[src/rtl/m_bus_ctrl_pkg.sv]
// Shared types for the M-stage data-bus controller: access sizes, exception codes,
// FSM states, load-extension ops and legality helpers.
package m_bus_ctrl_pkg;

  typedef enum logic [1:0] {
    SZ_W = 2'd0,
    SZ_H = 2'd1,
    SZ_B = 2'd2
  } size_e;

  typedef enum logic [1:0] {
    EXC_NONE    = 2'd0,
    EXC_ALIGN   = 2'd1,
    EXC_RANGE   = 2'd2,
    EXC_TIMEOUT = 2'd3
  } exc_e;

  typedef enum logic [1:0] {
    StIdle = 2'd0,
    StReq  = 2'd1,
    StDone = 2'd2
  } state_e;

  localparam logic [2:0] DE_NONE = 3'd0;
  localparam logic [2:0] DE_LBU  = 3'd1;
  localparam logic [2:0] DE_LB   = 3'd2;
  localparam logic [2:0] DE_LHU  = 3'd3;
  localparam logic [2:0] DE_LH   = 3'd4;

  function automatic logic is_misaligned(input logic [1:0] size, input logic [1:0] addr_lo);
    return ((size == SZ_W) && (addr_lo != 2'b00)) || ((size == SZ_H) && addr_lo[0]);
  endfunction

  // Borrow out of a 33-bit subtraction: a < b, with no constant-compare corner for b == 0.
  function automatic logic addr_lt(input logic [31:0] a, input logic [31:0] b);
    return 1'(({1'b0, a} - {1'b0, b}) >> 32);
  endfunction

endpackage

[src/rtl/m_bus_ctrl_be_gen.sv]
// Byte-enable and store-lane generator: maps size and low address bits to bus
// byte enables and replicates store data across the lanes.
module m_be_gen
  import m_bus_ctrl_pkg::*;
(
  input  logic [1:0]  size_i,
  input  logic [1:0]  addr_lo_i,
  input  logic        store_i,
  input  logic [31:0] wdata_i,
  output logic [3:0]  byteen_o,
  output logic [31:0] wdata_o
);

  always_comb begin
    byteen_o = 4'b0000;
    wdata_o  = wdata_i;
    case (size_i)
      SZ_W: byteen_o = 4'b1111;
      SZ_H: begin
        byteen_o = 4'b0011 << {addr_lo_i[1], 1'b0};
        wdata_o  = {2{wdata_i[15:0]}};
      end
      SZ_B: begin
        byteen_o = 4'b0001 << addr_lo_i;
        wdata_o  = {4{wdata_i[7:0]}};
      end
      default: ;
    endcase
    if (!store_i) begin
      byteen_o = 4'b0000;
    end
  end

endmodule

[src/rtl/m_bus_ctrl.sv]
// M-stage data-bus controller: legality checks, held word-aligned bus request with
// timeout, pipeline stall, and latched results for the load-extension unit.
module m_bus_ctrl
  import m_bus_ctrl_pkg::*;
#(
  parameter logic [31:0] ADDR_LO = 32'h0000_0000,
  parameter logic [31:0] ADDR_HI = 32'h0000_2FFF,
  parameter int unsigned TIMEOUT = 16
) (
  input  logic        i_clk,
  input  logic        i_reset,
  input  logic        i_req_valid,
  input  logic        i_req_store,
  input  logic [1:0]  i_size,
  input  logic [2:0]  i_de_op,
  input  logic [31:0] i_addr,
  input  logic [31:0] i_wdata,
  output logic        o_stall,
  output logic        o_m_data_req,
  output logic [31:0] o_m_data_addr,
  output logic [31:0] o_m_data_wdata,
  output logic [3:0]  o_m_data_byteen,
  input  logic        i_m_data_ack,
  input  logic [31:0] i_m_data_rdata,
  output logic        o_done,
  output logic [31:0] o_rdata,
  output logic [2:0]  o_de_op,
  output logic [31:0] o_addr,
  output logic [1:0]  o_exc
);

  localparam int unsigned CntW = $clog2(TIMEOUT + 1);

  state_e          state_q, state_d;
  exc_e            exc_q, exc_d;
  logic [CntW-1:0] cnt_q, cnt_d;
  logic            store_q, store_d;
  logic [31:0]     bus_addr_q, bus_addr_d;
  logic [31:0]     bus_wdata_q, bus_wdata_d;
  logic [3:0]      byteen_q, byteen_d;
  logic [31:0]     rdata_q, rdata_d;
  logic [31:0]     addr_q, addr_d;
  logic [2:0]      de_op_q, de_op_d;

  logic [3:0]      be_byteen;
  logic [31:0]     be_wdata;
  logic            misaligned, out_of_range;

  m_be_gen u_be_gen (
    .size_i   (i_size),
    .addr_lo_i(i_addr[1:0]),
    .store_i  (i_req_store),
    .wdata_i  (i_wdata),
    .byteen_o (be_byteen),
    .wdata_o  (be_wdata)
  );

  always_comb begin
    misaligned   = is_misaligned(i_size, i_addr[1:0]);
    out_of_range = addr_lt(i_addr, ADDR_LO) || addr_lt(ADDR_HI, i_addr);

    state_d     = state_q;
    exc_d       = exc_q;
    cnt_d       = cnt_q;
    store_d     = store_q;
    bus_addr_d  = bus_addr_q;
    bus_wdata_d = bus_wdata_q;
    byteen_d    = byteen_q;
    rdata_d     = rdata_q;
    addr_d      = addr_q;
    de_op_d     = de_op_q;

    unique case (state_q)
      StIdle: begin
        if (i_req_valid) begin
          addr_d  = i_addr;
          de_op_d = i_de_op;
          if (misaligned || out_of_range) begin
            exc_d   = misaligned ? EXC_ALIGN : EXC_RANGE;
            rdata_d = '0;
            state_d = StDone;
          end else begin
            bus_addr_d  = {i_addr[31:2], 2'b00};
            bus_wdata_d = be_wdata;
            byteen_d    = be_byteen;
            store_d     = i_req_store;
            cnt_d       = '0;
            state_d     = StReq;
          end
        end
      end
      StReq: begin
        // ack is checked first so it wins over a simultaneous timeout
        if (i_m_data_ack) begin
          rdata_d = store_q ? '0 : i_m_data_rdata;
          exc_d   = EXC_NONE;
          state_d = StDone;
        end else if (cnt_q == CntW'(TIMEOUT)) begin
          rdata_d = '0;
          exc_d   = EXC_TIMEOUT;
          state_d = StDone;
        end else begin
          cnt_d = cnt_q + 1'b1;
        end
      end
      StDone:  state_d = StIdle;
      default: state_d = StIdle;
    endcase
  end

  always_ff @(posedge i_clk or posedge i_reset) begin
    if (i_reset) begin
      state_q     <= StIdle;
      exc_q       <= EXC_NONE;
      cnt_q       <= '0;
      store_q     <= 1'b0;
      bus_addr_q  <= '0;
      bus_wdata_q <= '0;
      byteen_q    <= '0;
      rdata_q     <= '0;
      addr_q      <= '0;
      de_op_q     <= '0;
    end else begin
      state_q     <= state_d;
      exc_q       <= exc_d;
      cnt_q       <= cnt_d;
      store_q     <= store_d;
      bus_addr_q  <= bus_addr_d;
      bus_wdata_q <= bus_wdata_d;
      byteen_q    <= byteen_d;
      rdata_q     <= rdata_d;
      addr_q      <= addr_d;
      de_op_q     <= de_op_d;
    end
  end

  assign o_stall         = ((state_q == StIdle) && i_req_valid) || (state_q == StReq);
  assign o_m_data_req    = (state_q == StReq);
  assign o_done          = (state_q == StDone);
  assign o_m_data_addr   = bus_addr_q;
  assign o_m_data_wdata  = bus_wdata_q;
  assign o_m_data_byteen = byteen_q;
  assign o_rdata         = rdata_q;
  assign o_de_op         = de_op_q;
  assign o_addr          = addr_q;
  assign o_exc           = exc_q;

endmodule

[config.mk]
export PLATFORM = sky130hd
export DESIGN_NAME = m_bus_ctrl
export DESIGN_NICKNAME = d
export VERILOG_FILES = /design/src/rtl/m_bus_ctrl_pkg.sv /design/src/rtl/m_bus_ctrl_be_gen.sv /design/src/rtl/m_bus_ctrl.sv
export SDC_FILE = /design/constraint.sdc
export NUM_CORES = 1
export LEC_CHECK = 0
export BUFFER_PORTS_ARGS = -buffer_cell sky130_fd_sc_hd__clkbuf_2
export CAP_MARGIN = 20
export CORE_MARGIN = 3
export CORE_UTILIZATION = 30
export CTS_BUF_LIST = sky130_fd_sc_hd__clkbuf_8
export DETAILED_ROUTE_END_ITERATION = 8
export GPL_TIMING_DRIVEN = 1
export MAX_ROUTING_LAYER = met4
export SYNTH_ARGS = -nofsm -noshare
export SYNTH_HDL_FRONTEND = slang
export SYNTH_HIERARCHICAL = 1
export SYNTH_SLANG_ARGS = --single-unit
[constraint.sdc]
create_clock -name i_clk -period 11.9 [get_ports i_clk]
set_input_delay 2.38 -clock i_clk [delete_from_list [all_inputs] [get_ports i_clk]]
set_output_delay 2.38 -clock i_clk [all_outputs]
set_load 0.005 [all_outputs]
==> impl_metrics.env <==
export IMPL_grt_overflow=0
export IMPL_worstPathArrival_ps=2830
export IMPL_combinationalPowerShare=0.121
export IMPL_ys_flop_type="dfrtp_1"
export IMPL_die_height_um=155
export IMPL_clock_path_buffers=2
export IMPL_hold_viol=0
export IMPL_root_buffer="clkbuf_8"
export IMPL_max_stage_delay_ps=230
export IMPL_switching_share=0.280
export IMPL_synth_cells=602
export IMPL_cts_max_level=4
export IMPL_required_ps=9520
export IMPL_grt_pass1_vias=5419
export IMPL_drc=0
export IMPL_via_count=5348
export IMPL_max_cap_violations=0
export IMPL_crit_path_max_fanout=3
export IMPL_synth_xor_area_frac=0.00262
export IMPL_fin_crit_ps=5210
export IMPL_post_synth_top_area_fraction=0.535
export IMPL_cts_sinks=143
export IMPL_fmax_mhz=192
export IMPL_clk_pin_slew_worst_paths_ps=80
export IMPL_port_buffers=243
export IMPL_worst_path_buf_inv=2
export IMPL_synthSimpleGateAreaFrac=0.192
export IMPL_synth_compound_area_frac=0.0595
export IMPL_initial_core_util=0.311
export IMPL_grt_max_degree=88
export IMPL_cts_setup_buffers=0
export IMPL_worst_slew_pin_transition_ps=967
export IMPL_finalCritPeriodShare=0.438
export IMPL_muxShareOfSynthArea=0.147
export IMPL_multi_input_comb_area_um2=2820
export IMPL_cell_internal_pwr_w=0.000709
export IMPL_synth_yosys_seq_area_share=0.535
export IMPL_grt_pass1_wl_um=30100
export IMPL_routedWlPerCell_um=17.1
export IMPL_drive_gt1_frac=0.455
export IMPL_viasPerCell=4.83
export IMPL_vdd_drop_max_mv=0.0525
export IMPL_fin_tns_setup_ps=0
export IMPL_synth_top_family_by_area="simple AND/OR/NAND/NOR gates"
export IMPL_power_density_nw_per_um2=117
export IMPL_gp_congestion=0.811
export IMPL_crit_top_cell="clkbuf_2"
export IMPL_coreArea_um2=21500
export IMPL_insertion_delay_ps=450
export IMPL_status="completed"
export IMPL_fp_dieW_um=155
export IMPL_clkPwrFrac=0.355
export IMPL_fillers=2148
export IMPL_antenna_left=0
export IMPL_start_kind="input port"
export IMPL_synth_adder_area_share=0.0131
export IMPL_cts_tree="yes"
export IMPL_dp_hpwl_um=13100
export IMPL_yosys_register_bits=143
export IMPL_synth_area_per_cell_um2=11.1
export IMPL_cts_hold_repair_buffers=0
export IMPL_io_pins=246
export IMPL_hold_slack_ps=490
export IMPL_synth_async_sr_flop_share=1.00
export IMPL_min_delay_path_class="register to register"
export IMPL_grt_usage=0.161
export IMPL_area_growth_pct=26.2
export IMPL_drt_total_wl_um=18900
export IMPL_path_class="input port to primary output"
export IMPL_rows=53
export IMPL_critical_path_slowest_cell="o21ba_2"
export IMPL_synth_area_leaders="dfrtp_1, mux2_2, nand2_1"
export IMPL_post_cts_resized=0
export IMPL_seq_area_um2=3580
export IMPL_path_cells="clkbuf_2 > o21ba_2 > clkbuf_2"
export IMPL_cts_buffers=17
export IMPL_slew_viol_final=0
export IMPL_dr_pass1_iters=4
export IMPL_pwr_share_seq=0.525
export IMPL_antenna_cells=0
export IMPL_die_area_um2=24100
export IMPL_relSlewSlack=0.353
export IMPL_ys_types=44
export IMPL_antenna_found_initial=0
export IMPL_final_nets=934
export IMPL_switchingPower_w=0.000276
export IMPL_yosysTopAreaCell="dfrtp_1"
export IMPL_path_delay_family="compound AO/OA/AOI/OAI gates"
export IMPL_synth_edf_count=0
export IMPL_netlist_area_um2=6690
export IMPL_skew_ps=20.9
export IMPL_rsz0062_at_grt="false"
export IMPL_cp_end_kind="primary output"
export IMPL_dr_first_iter_drc_count=305
export IMPL_leakagePower_nw=4.33
export IMPL_yosysWarnings=6
export IMPL_finalSetupViolCount=0
flip-flops by register name, summed over array words and instances (netlist names):
register / count
o_m_data_wdata: 32
state_q: 2
o_exc: 2
cnt_q: 5
o_m_data_addr: 30
o_rdata: 32
o_de_op: 3
o_addr: 32
o_m_data_byteen: 4
store_q: 1
kinds of logic (layout without fill, tap and decap cells):
family	after synthesis	count (layout)
AND/OR/NAND/NOR	238	238
flip-flops	143	143
multiplexers	84	84
buffers and inverters	71	301
AO/OA/AOI/OAI	56	56
adder cells (fa/ha/maj)	7	7
XOR/XNOR	2	2
other	1	2
final cells by class:
class / count / area share
timing repair buffer: 253 / 0.153
tap: 275 / 0.0408
clock inverter: 13 / 0.0108
inverter: 17 / 0.00815
clock buffer: 18 / 0.0294
sequential: 143 / 0.424
multi-input combinational: 389 / 0.334
power groups by stage:
stage	Combinational, W	Clock [W]	Sequential [W]
after floorplan	0.0000616	0	0.000528
after global placement	0.000122	0	0.000526
after detailed placement	0.000122	0	0.000527
after CTS	0.000122	0.000367	0.000518
after global routing	0.000132	0.000385	0.000521
final	0.000119	0.000349	0.000517
through the flow:
step,instances,instance area (µm²),setup WS [ps],util,total power [W]
final,1108,8440,6690,0.393,0.000986
after global placement,1077,8100,6710,0.377,0.000648
after floorplan,603,6690,5680,-,0.000589
after detailed placement,1077,8100,6700,0.377,0.000649
after CTS,1108,8440,6700,0.393,0.00101
after global routing,1108,8440,6670,0.393,0.00104
cells in the mapped netlist, drive strengths merged (9+ instances only):
cell type  count
a21oi         12
and2          19
buf           25
clkbuf        29
dfrtp        143
inv           17
mux2          84
nand2         75
nand3         34
nand4         33
nor2          19
nor3b         33
o22ai          9
final timing paths:
check	start	end	slack, ps	cells past startpoint
max	i_req_valid	o_stall	6690	3
min	o_m_data_addr[15]$_DFFE_PP0P_	o_m_data_addr[15]$_DFFE_PP0P_	490	1
max reg2reg	state_q[0]$_DFFE_PP0P_	o_m_data_wdata[14]$_DFFE_PP0P_	9240	6
min reg2reg	o_m_data_addr[15]$_DFFE_PP0P_	o_m_data_addr[15]$_DFFE_PP0P_	490	1
max in group asynchronous	i_reset	o_addr[24]$_DFFE_PP0P_	8500	3
min in group asynchronous	i_reset	o_m_data_addr[24]$_DFFE_PP0P_	2100	2
cell usage in the layout, fill, tap and decap left out, types with 2 or more instances in the layout:
| master | count |
|---|---|
| nor3_1 | 2 |
| xnor2_1 | 2 |
| mux2_4 | 10 |
| nand3_1 | 34 |
| mux2_2 | 74 |
| a32oi_1 | 2 |
| o211ai_1 | 2 |
| nor2_2 | 3 |
| inv_1 | 16 |
| nor2b_1 | 4 |
| dfrtp_1 | 143 |
| and4_1 | 2 |
| clkbuf_8 | 18 |
| nand2_1 | 75 |
| o22ai_1 | 9 |
| clkbuf_2 | 243 |
| ha_1 | 7 |
| nor2_1 | 16 |
| conb_1 | 2 |
| a22oi_1 | 8 |
| a22o_1 | 8 |
| nor3b_1 | 32 |
| buf_4 | 10 |
| and2_1 | 19 |
| inv_6 | 3 |
| nand2b_1 | 5 |
| a21oi_1 | 12 |
| o21ai_1 | 2 |
| clkinvlp_4 | 6 |
| or4_1 | 5 |
| o21ai_0 | 4 |
| nand4_1 | 32 |
| clkinv_2 | 4 |
| nor4b_1 | 2 |
| o21a_1 | 4 |
worst register-to-register path, cell delays in order, from the launching register on:
cell     delay (ps)
dfrtp_1         340
buf_4           390
nor3b_2         110
buf_4           330
nand4_4         240
buf_4           660
mux2_2          470
layer usage:
layer	wire, µm	global-route usage	vias up	part of all wire
li1	-	-	2540	-
met1	8470	0.212	2577	0.45
met2	8780	0.248	220	0.46
met3	1490	0.0484	11	0.079
met4	165	0.0333	0	0.0087
met5	0	-	-	0
Note: power is estimated with default switching activity, not from simulation.
